--- src/rtl/serial_cmp_ctrl_if.sv ---
`default_nettype none
// ============================================================================
// Module   : serial_cmp_ctrl_if
// Purpose  : Start/busy/done request bus between a requester and serial_cmp_ctrl.
// Revision : 1.0 - initial release
// ============================================================================

interface serial_cmp_ctrl_if #(
    parameter int WIDTH = 8
);
    logic             start;
    logic [WIDTH-1:0] a;
    logic [WIDTH-1:0] b;
    logic             busy;
    logic             done;
    logic             agreb;
    logic             aeqb;
    logic             aleb;

    modport master (
        output start, a, b,
        input  busy, done, agreb, aeqb, aleb
    );

    modport slave (
        input  start, a, b,
        output busy, done, agreb, aeqb, aleb
    );
endinterface

`default_nettype wire

--- src/rtl/serial_cmp_ctrl.sv ---
`default_nettype none
// ============================================================================
// Module   : serial_cmp_ctrl
// Purpose  : Multi-cycle magnitude comparator scanning 2-bit slices MSB first.
//            SERIAL_CMP_EARLY_EXIT_EN: stop on first differing slice, else
//            walk all slices for constant latency.
// Revision : 1.0 - initial release
// ============================================================================

module serial_cmp_ctrl #(
    parameter int WIDTH = 8
) (
    input  logic             clk_i,
    input  logic             reset_i,
    serial_cmp_ctrl_if.slave bus
);
    localparam int S  = WIDTH / 2;
    localparam int KW = (S > 1) ? $clog2(S) : 1;
    localparam logic [KW-1:0] c_K_MAX = KW'(S - 1);

    typedef enum logic [1:0] {
        ST_IDLE = 2'd0,
        ST_RUN  = 2'd1,
        ST_DONE = 2'd2
    } state_t;

    state_t           state_q;
    logic [WIDTH-1:0] a_q;
    logic [WIDTH-1:0] b_q;
    logic [KW-1:0]    k_q;
    logic             busy_q;
    logic             done_q;
    logic             agreb_q;
    logic             aeqb_q;
    logic             aleb_q;
`ifndef SERIAL_CMP_EARLY_EXIT_EN
    logic             pend_v_q;
    logic             pend_gt_q;
`endif

    logic [1:0] w_a_sl;
    logic [1:0] w_b_sl;
    logic       w_gt;
    logic       w_lt;
    logic       w_finish;
    logic       w_res_gt;
    logic       w_res_lt;

    assign w_a_sl = 2'(a_q >> {k_q, 1'b0});
    assign w_b_sl = 2'(b_q >> {k_q, 1'b0});

    // Shared 2-bit greater-than slice; less-than is the operand-swapped twin.
    assign w_gt = (w_a_sl[1] & ~w_b_sl[1]) | (w_a_sl[0] & ~w_b_sl[1] & ~w_b_sl[0])
                | (w_a_sl[1] & w_a_sl[0] & ~w_b_sl[0]);
    assign w_lt = (w_b_sl[1] & ~w_a_sl[1]) | (w_b_sl[0] & ~w_a_sl[1] & ~w_a_sl[0])
                | (w_b_sl[1] & w_b_sl[0] & ~w_a_sl[0]);

    always_comb begin
`ifdef SERIAL_CMP_EARLY_EXIT_EN
        w_finish = w_gt | w_lt | (k_q == '0);
        w_res_gt = w_gt;
        w_res_lt = w_lt;
`else
        w_finish = (k_q == '0);
        w_res_gt = pend_v_q ? pend_gt_q  : w_gt;
        w_res_lt = pend_v_q ? ~pend_gt_q : w_lt;
`endif
    end

    always_ff @(posedge clk_i or posedge reset_i) begin
        if (reset_i) begin
            state_q   <= ST_IDLE;
            a_q       <= '0;
            b_q       <= '0;
            k_q       <= '0;
            busy_q    <= 1'b0;
            done_q    <= 1'b0;
            agreb_q   <= 1'b0;
            aeqb_q    <= 1'b0;
            aleb_q    <= 1'b0;
`ifndef SERIAL_CMP_EARLY_EXIT_EN
            pend_v_q  <= 1'b0;
            pend_gt_q <= 1'b0;
`endif
        end else begin
            done_q <= 1'b0;
            case (state_q)
                ST_IDLE: begin
                    if (bus.start) begin
                        a_q      <= bus.a;
                        b_q      <= bus.b;
                        k_q      <= c_K_MAX;
                        busy_q   <= 1'b1;
                        state_q  <= ST_RUN;
`ifndef SERIAL_CMP_EARLY_EXIT_EN
                        pend_v_q <= 1'b0;
`endif
                    end
                end
                ST_RUN: begin
                    if (w_finish) begin
                        agreb_q <= w_res_gt;
                        aleb_q  <= w_res_lt;
                        aeqb_q  <= ~(w_res_gt | w_res_lt);
                        busy_q  <= 1'b0;
                        done_q  <= 1'b1;
                        state_q <= ST_DONE;
                    end else begin
                        k_q <= k_q - KW'(1);
                    end
`ifndef SERIAL_CMP_EARLY_EXIT_EN
                    // Only the most-significant differing slice decides the result.
                    if (!pend_v_q && (w_gt || w_lt)) begin
                        pend_v_q  <= 1'b1;
                        pend_gt_q <= w_gt;
                    end
`endif
                end
                ST_DONE: state_q <= ST_IDLE;
                default: state_q <= ST_IDLE;
            endcase
        end
    end

    assign bus.busy  = busy_q;
    assign bus.done  = done_q;
    assign bus.agreb = agreb_q;
    assign bus.aeqb  = aeqb_q;
    assign bus.aleb  = aleb_q;

endmodule

`default_nettype wire

--- src/flat_wrapper.sv ---
// flat-port wrapper written by rule: the top's interface ports become plain ports
module serial_cmp_ctrl_flat 
#(
    parameter int WIDTH = 8
)
  (clk_i, reset_i, bus_start, bus_a, bus_b, bus_busy, bus_done, bus_agreb, bus_aeqb, bus_aleb);
  serial_cmp_ctrl_if #(.WIDTH(WIDTH)) bus_i ();
  input  logic clk_i;
  input  logic reset_i;
  input wire logic [$bits(bus_i.start)-1:0] bus_start;
  input wire logic [$bits(bus_i.a)-1:0] bus_a;
  input wire logic [$bits(bus_i.b)-1:0] bus_b;
  output wire logic [$bits(bus_i.busy)-1:0] bus_busy;
  output wire logic [$bits(bus_i.done)-1:0] bus_done;
  output wire logic [$bits(bus_i.agreb)-1:0] bus_agreb;
  output wire logic [$bits(bus_i.aeqb)-1:0] bus_aeqb;
  output wire logic [$bits(bus_i.aleb)-1:0] bus_aleb;
  assign bus_i.start = bus_start;
  assign bus_i.a = bus_a;
  assign bus_i.b = bus_b;
  assign bus_busy = bus_i.busy;
  assign bus_done = bus_i.done;
  assign bus_agreb = bus_i.agreb;
  assign bus_aeqb = bus_i.aeqb;
  assign bus_aleb = bus_i.aleb;
  serial_cmp_ctrl #(.WIDTH(WIDTH)) u_core (.clk_i(clk_i), .reset_i(reset_i), .bus(bus_i));
endmodule
--- config.mk ---
export PLATFORM = sky130hd
export DESIGN_NAME = serial_cmp_ctrl_flat
export DESIGN_NICKNAME = d
export VERILOG_FILES = /design/src/rtl/serial_cmp_ctrl_if.sv /design/src/rtl/serial_cmp_ctrl.sv /design/src/flat_wrapper.sv
export SDC_FILE = /design/constraint.sdc
export NUM_CORES = 1
export LEC_CHECK = 0
export CAP_MARGIN = 5
export CORE_MARGIN = 2
export CORE_UTILIZATION = 50
export DETAILED_ROUTE_END_ITERATION = 8
export PLACE_DENSITY = 0.77
export SETUP_SLACK_MARGIN = 0.15
export SLEW_MARGIN = 30
export SYNTH_ARGS = -nofsm -noshare
export SYNTH_HDL_FRONTEND = slang
export SYNTH_SLANG_ARGS = --single-unit
export TNS_END_PERCENT = 1
--- constraint.sdc ---
create_clock -name clk_i -period 4.8 [get_ports clk_i]
set_clock_uncertainty 0.15 [all_clocks]
set_input_delay 0.96 -clock clk_i [delete_from_list [all_inputs] [get_ports clk_i]]
set_output_delay 0.96 -clock clk_i [all_outputs]
set_load 0.01 [all_outputs]
# Word-level counts from Yosys, hierarchy flattened
# Index checks and enable logic that the tools add are counted.
# totals
reg_bits,27
output_inout_bits,5
elab_cells,69
# op_classes
addsub,1
n_eq_ne,5
shifts,2
muxes,16
bitwise_logic,21
n_reduce_logical,13
# ops
op,count
$shr 8x3->2,2
$and 1x1->1,10
$reduce_and 3->1,3
$mux 1,8
$mux 2,4
$pmux 2 s2,2
$reduce_and 2->1,4
$not 1->1,6
$or 1x1->1,5
$logic_not 2->1,2
$ne 2x1->1 const B,2
$ne 2x2->1 const B,2
$pmux 1 s2,2
$eq 2x1->1 const B,1
$reduce_bool 2->1,1
$sub 2x1->2 const B,1
$logic_and 1x1->1,1
$logic_not 1->1,1
$logic_or 1x1->1,1

# Logic depth before layout (Yosys ltp)
# depth
ltp_word,10
ltp_mapped,7
ltp_nobuf,6

# Worst setup path after synthesis
# Ideal clock, no wire load.
# synth_path
path_kind,in2reg
from,input port bus_start
to,register u_core.a_q[1]
arrival_ns,1.876
required_ns,4.525
slack_ns,2.649
path_stages,4
path_buffers,2
cell_sequence,nor3b_1 -> buf_2 -> buf_2 -> mux2_2
# synth_between
elab_chain_cells,1
# synth_lines
item,line_no,source
start: declaration,flat_wrapper.sv:10,input wire logic [$bits(bus_i.start)-1:0] bus_start;
$reduce_and 2->1 (no line),n/a,
end signal: assignment,serial_cmp_ctrl.sv:90,a_q <= bus.a;
end: declaration,serial_cmp_ctrl.sv:28,logic [WIDTH-1:0] a_q;
# Every way passes these cells.
# A chain may end at the register's enable or synchronous reset.

# Worst setup path after layout
# layout_path
from,"register u_core.aeqb_q, in the netlist u_core.bus.aeqb"
to,output port bus_aeqb
# layout_rtl
item,line_no,source
start: declaration,serial_cmp_ctrl.sv:34,logic aeqb_q;
start signal: assignment,serial_cmp_ctrl.sv:104,aeqb_q <= ~(w_res_gt | w_res_lt);
end: declaration,flat_wrapper.sv:16,output wire logic [$bits(bus_i.aeqb)-1:0] bus_aeqb;
# No word-level cell between the ends.

==> run summary <==
Pwr/cell area -> 626 mW/mm2
Max cap viols -> 0
Gr usage total -> 0.178
Number of global-route vias before repair -> 872
TritonCTS clock tree -> done
Ratio of cells with drive above 1 in the final layout -> 0.183
Ys Warns -> 0
Switch Pwr -> 321 uW
Initial Util -> 0.514
First-pass GRT wire length -> 3.66 mm
Post-CTS setup buffer count -> 0
LEAKAGE -> 0.000659 uW
Worst skew pair latency -> 0.31 ns
Die Y -> 53.8 um
Final Critical Period -> 2.35 ns
WHS -> 0.354 ns
RSZ-0062 raised after global routing -> false
Fin. max-slew vios -> 0
Setup Viol. Count Final -> 0
Syn Area/Cell -> 12.9 um2
Synth cell types -> 29
Startpoint Class -> flip-flop
Area Overhead vs Synth -> 22.7%
Gp weighted congestion -> 0.738
Sw Ratio -> 0.338
Crit Path Max Fanout -> 2
Peak supply drop -> 341 uV
Clock tree buffer depth -> 2
Critical path buffers and inverters -> 1
# rows -> 18
Kind of critical path -> reg -> out
DRC Markers -> 0
Via Count -> 810
Post-Syn Nets -> 116
Int Power -> 630 uW
Chip width -> 53.8 um
Sequential share of power -> 0.436
Routed wire length -> 1.95 mm
I/O pin cnt -> 24
CP max stage cell -> clkdlybuf4s50_1
CP Data Required Time -> 3.69 ns
Clk pwr share -> 0.099
Status -> completed
# H-tree levels -> 1
Final Hold Viols -> 0
Clock Sink Count -> 27
Worst slew pin tran -> 0.540 ns
Initial antenna violation count -> 0
Largest net degree at the start of global routing -> 28
Setup_tns -> 0 ns
Routed len/inst -> 13.0 um
Combinational power share -> 0.465
Max incr delay on CP -> 0.54 ns
Reg2reg setup slack -> 2.89 ns
Type of the tightest min-delay check -> reg -> reg
Clock-pin slew of the registers on the worst-case setup and hold paths -> 0.13 ns
Full die area -> 0.00289 mm2
Rel. slew slack -> 0.639
Critical-path cell list -> clkdlybuf4s50_1
WP data arrival -> 1.24 ns
Core area -> 0.00241 mm2
PortBufs -> 23
Diode count -> 0
Endpoint class of the critical path -> primary output
Post-synthesis cell count -> 96
DRT iter0 DRCs -> 6
Delay-heaviest family, CP -> buffers and inverters
Detailed-placement wirelength estimate -> 1.54 mm
Root Buffer -> clkbuf_4
Post-DRT Antenna Nets -> 0
Cell Area, Synth -> 0.00124 mm2
CTS Buf Count -> 3
Synth Register Bits -> 27
GRT overflow -> 0
Layout Nets -> 141
Tcrit/Tclk final -> 0.489
Fmax -> 0.426 GHz
Post-synthesis sequential area ratio -> 0.545
First-pass DRT Iterations -> 4
CTS-repair resized insts -> 0
Via density -> 5.40
Cts hold-fix bufs -> 0
==> cell usage in the layout, fill, tap and decap left out, drive strengths merged <==
cell	n
dfrtp	27
clkdlybuf4s50	23
mux2	17
nor2	7
inv	7
a21oi	6
mux4	4
nand2b	4
clkbuf	4
nand2	3
nor2b	2
nand3b	1
nand4b	1
o31ai	1
nor3b	1
a21o	1
a22o	1
a31o	1
o21ai	1
a31oi	1
and2	1
o22ai	1
mux2i	1
nand3	1
o311a	1
ha	1
buf	1
==> synth_stat cells (all sizes together) <==
library cell / instances / area share
a31oi: 1 / 0.0051
a22o: 1 / 0.0071
nand3: 1 / 0.0040
nor3b: 1 / 0.0061
inv: 7 / 0.021
o21ai: 1 / 0.0040
dfrtp: 27 / 0.55
o311a: 1 / 0.0081
mux4: 4 / 0.073
nand2b: 4 / 0.020
a21oi: 6 / 0.024
and2: 1 / 0.0051
nand2: 3 / 0.0091
mux2: 17 / 0.15
o31ai: 1 / 0.0061
o22ai: 1 / 0.0051
ha: 1 / 0.010
nand3b: 1 / 0.0061
clkbuf: 1 / 0.0030
nand4b: 1 / 0.0071
mux2i: 1 / 0.0081
nor2b: 2 / 0.016
a21o: 1 / 0.0061
a31o: 1 / 0.0071
buf: 3 / 0.017
nor2: 7 / 0.021
==> metrics by stage <==
| step | setup WS (ns) | cell area [um2] | power [uW] | std cells | util |
|---|---|---|---|---|---|
| 6_report | 2.45 | 1520 | 951 | 150 | 0.631 |
| 5_1_grt | 2.39 | 1520 | 1040 | 150 | 0.631 |
| 4_1_cts | 2.43 | 1520 | 963 | 150 | 0.631 |
| 3_5_place_dp | 2.29 | 1490 | 868 | 146 | 0.620 |
| 3_3_place_gp | 2.32 | 1490 | 845 | 146 | 0.620 |
| 2_1_floorplan | 2.65 | 1240 | 757 | 96 | - |
==> power groups by stage <==
stage               Combinational [uW]  Clock, uW  Sequential [uW]
floorplan                          364          0              392
global placement                   428          0              417
detailed placement                 445          0              423
CTS                                447       98.7              417
global route                       497        106              434
finish                             442       94.0              415
==> sequential cells by signal, summed over array words and instances, names as in the netlist <==
name / cells
u_core.a_q: 8
u_core.b_q: 8
u_core.k_q: 2
u_core.state_q: 2
u_core.bus.aeqb: 1
u_core.bus.agreb: 1
u_core.bus.aleb: 1
u_core.bus.busy: 1
u_core.bus.done: 1
u_core.pend_gt_q: 1
u_core.pend_v_q: 1
==> worst reg2reg max path: cells and delay by family, from the launching register on <==
family	cells	cell delay (ns)
simple gates	1	0.15
compound gates	2	0.38
mux	1	0.60
flops	1	0.54
==> cells by family (layout without fill, tap and decap cells) <==
group | Yosys count | in the layout | share of synthesized area
fa+ha+maj | 1 | 1 | 0.0101
flops | 27 | 27 | 0.545
compound gates | 14 | 14 | 0.0727
buf+inv | 11 | 35 | 0.0414
mux | 22 | 22 | 0.235
simple gates | 21 | 21 | 0.0950
==> final timing paths <==
| path | start | end | depth (start not counted) |
|---|---|---|---|
| setup / recovery | u_core.bus.aeqb | bus_aeqb | 1 |
| hold / removal | u_core.bus.busy | u_core.bus.busy | 1 |
| setup reg to reg | u_core.k_q[0] | u_core.bus.aleb | 4 |
| hold reg to reg | u_core.bus.busy | u_core.bus.busy | 1 |
| max in group asynchronous | reset_i | u_core.pend_v_q | 2 |
| min in group asynchronous | reset_i | u_core.bus.agreb | 2 |
==> routing by layer <==
layer	global-route usage	wire length, um
met4	0.0897	37
met3	0.0250	56
met2	0.311	1010
met1	0.213	851
met5	0	0
==> layout make-up <==
class	instances	area, um2
well taps	30	37.5
repair buffers	24	238
inverters	7	26.3
multi-input cells	58	517
flip-flops and latches	27	676
clock buffers	4	26.3
fillers	191	890
Power figures use the tool's default switching activity.
==> RTL edit (same settings) <==
The option `SERIAL_CMP_EARLY_EXIT_EN` is turned on by a define.
--- a/src/rtl/serial_cmp_ctrl.sv
+++ b/src/rtl/serial_cmp_ctrl.sv
@@ -6,6 +6,8 @@
 //            walk all slices for constant latency.
 // Revision : 1.0 - initial release
 // ============================================================================
+
+`define SERIAL_CMP_EARLY_EXIT_EN
 
 module serial_cmp_ctrl #(
     parameter int WIDTH = 8
Function: changed (a bounded check fails within 4 cycles, from zero or initial values and one cycle with reset_i high).
==> RTL edit against the original RTL <==
Sequential cell count down 2; critical endpoint is now u_core.a_q[0]$_DFFE_PP0P_; sequential share of layout area down 2.1 points; cell area down 2.7%; total power rose by 4.7%; routed wire length is 0.82% higher; worst setup slack got worse by 0.10 ns; area after synthesis decreased by 2.1%; count of clock-buffer cells in the layout stayed put; largest power group unchanged; largest cell class unchanged.
==> RTL edit: results <==
set metrics [dict create \
    clock_path_buffers 2 \
    met1_length_um 797 \
    ys_warn_count 0 \
    placed_area_um2 1450 \
    drive_above_1_share_pct 26.8 \
    slowest_stage "and3_1" \
    tightest_slew_ns 0.679 \
    yosysSeqAreaShare_pct 51.6 \
    ctsResizeCount 0 \
    hold_path.class "reg -> reg" \
    drt_iter0_drc 8 \
    outcome "finished clean" \
    wl_met2_um 1020 \
    p_int_mw 0.638 \
    fin_nets 133 \
    first_pass_iters 4 \
    crit_path_max_fanout 16 \
    path_delay_family "simple AND/OR/NAND/NOR gates" \
    vdd_ir_drop_max_mv 0.399 \
    drt-total-wl_um 1970 \
    hpwlAfterDp_um 1510 \
    post-place-ws_ns 1.97 \
    first_global_vias 823 \
    grtUsageTotal_pct 17.0 \
    ys_top_cells_by_area "dfrtp_1, mux2_2, mux4_2" \
    cts_buffers 3 \
    cp_data_arrival_time_ns 2.51 \
    grt_max_degree 26 \
    yosys-top-cells-count "dfrtp_1, mux2_2, inv_1, nor2_1" \
    syn-num-nets 109 \
    globalplace.congestion 0.727 \
    ys_types 24 \
    p_leak_nw 0.617 \
    grt_pass1_wl_um 3410 \
    viasPerCell 5.46 \
    wl_met3_um 113 \
    max_stage_delay_ns 0.62 \
]
## RTL edit: cell families after synthesis
kind of cell,Yosys count,synth area share [%]
adders and majority gates,3,2.89
AOI/OAI and AO/OA,12,8.56
and+or+nand+nor,14,5.26
DFF,25,51.6
muxes,20,22.3
buffers and inverters,13,4.85
xor gates and xnor gates,2,4.54
## RTL edit: final cells by class
class	instances	area (µm²)
multi-input cells	51	528
inverters	9	33.8
repair buffers	23	230
well taps	28	35.0
flip-flops and latches	25	626
clock buffers	4	26.3
fillers	179	776
## RTL edit: path summary, 6_finish.rpt
check | from | end | slack [ns] | cells past startpoint
setup / recovery | bus_start | u_core.a_q[0]$_DFFE_PP0P_ | 2.35 | 3
hold / removal | u_core.state_q[1]$_DFFE_PP0P_ | u_core.state_q[0]$_DFFE_PP0P_ | 0.36 | 1
setup reg to reg | u_core.k_q[0]$_DFFE_PP0P_ | u_core.k_q[1]$_DFFE_PP0P_ | 2.64 | 4
hold reg to reg | u_core.state_q[1]$_DFFE_PP0P_ | u_core.state_q[0]$_DFFE_PP0P_ | 0.36 | 1
max in group asynchronous | reset_i | u_core.a_q[6]$_DFFE_PP0P_ | 3.33 | 2
min in group asynchronous | reset_i | u_core.a_q[1]$_DFFE_PP0P_ | 0.83 | 2
## RTL edit: layer usage
metal,up-vias,track usage [%]
li1,365,-
met2,23,31.3
met5,-,0
met4,0,7.69
met3,4,2.82
met1,373,18.7
## RTL edit: power by group through the flow
stage	sequential (mW)	clock [mW]	combinational, mW
global route	0.388	0.103	0.585
detailed placement	0.381	0	0.537
finish	0.373	0.0901	0.532
CTS	0.376	0.0940	0.537
global placement	0.375	0	0.522
floorplan	0.356	0	0.453
## RTL edit: metrics by stage
| step | utilization (%) | std cells |
|---|---|---|
| final | 65.6 | 140 |
| after global routing | 65.6 | 140 |
| after CTS | 65.6 | 140 |
| after detailed placement | 64.4 | 136 |
| after global placement | 64.4 | 136 |
| after floorplan | - | 89 |
## RTL edit: worst register-to-register path, stage by stage, from the launching register on
cell and delay (ns):
dfrtp_1 0.58, mux4_2 0.63, xnor2_4 0.20, a311o_1 0.37, o221a_1 0.12
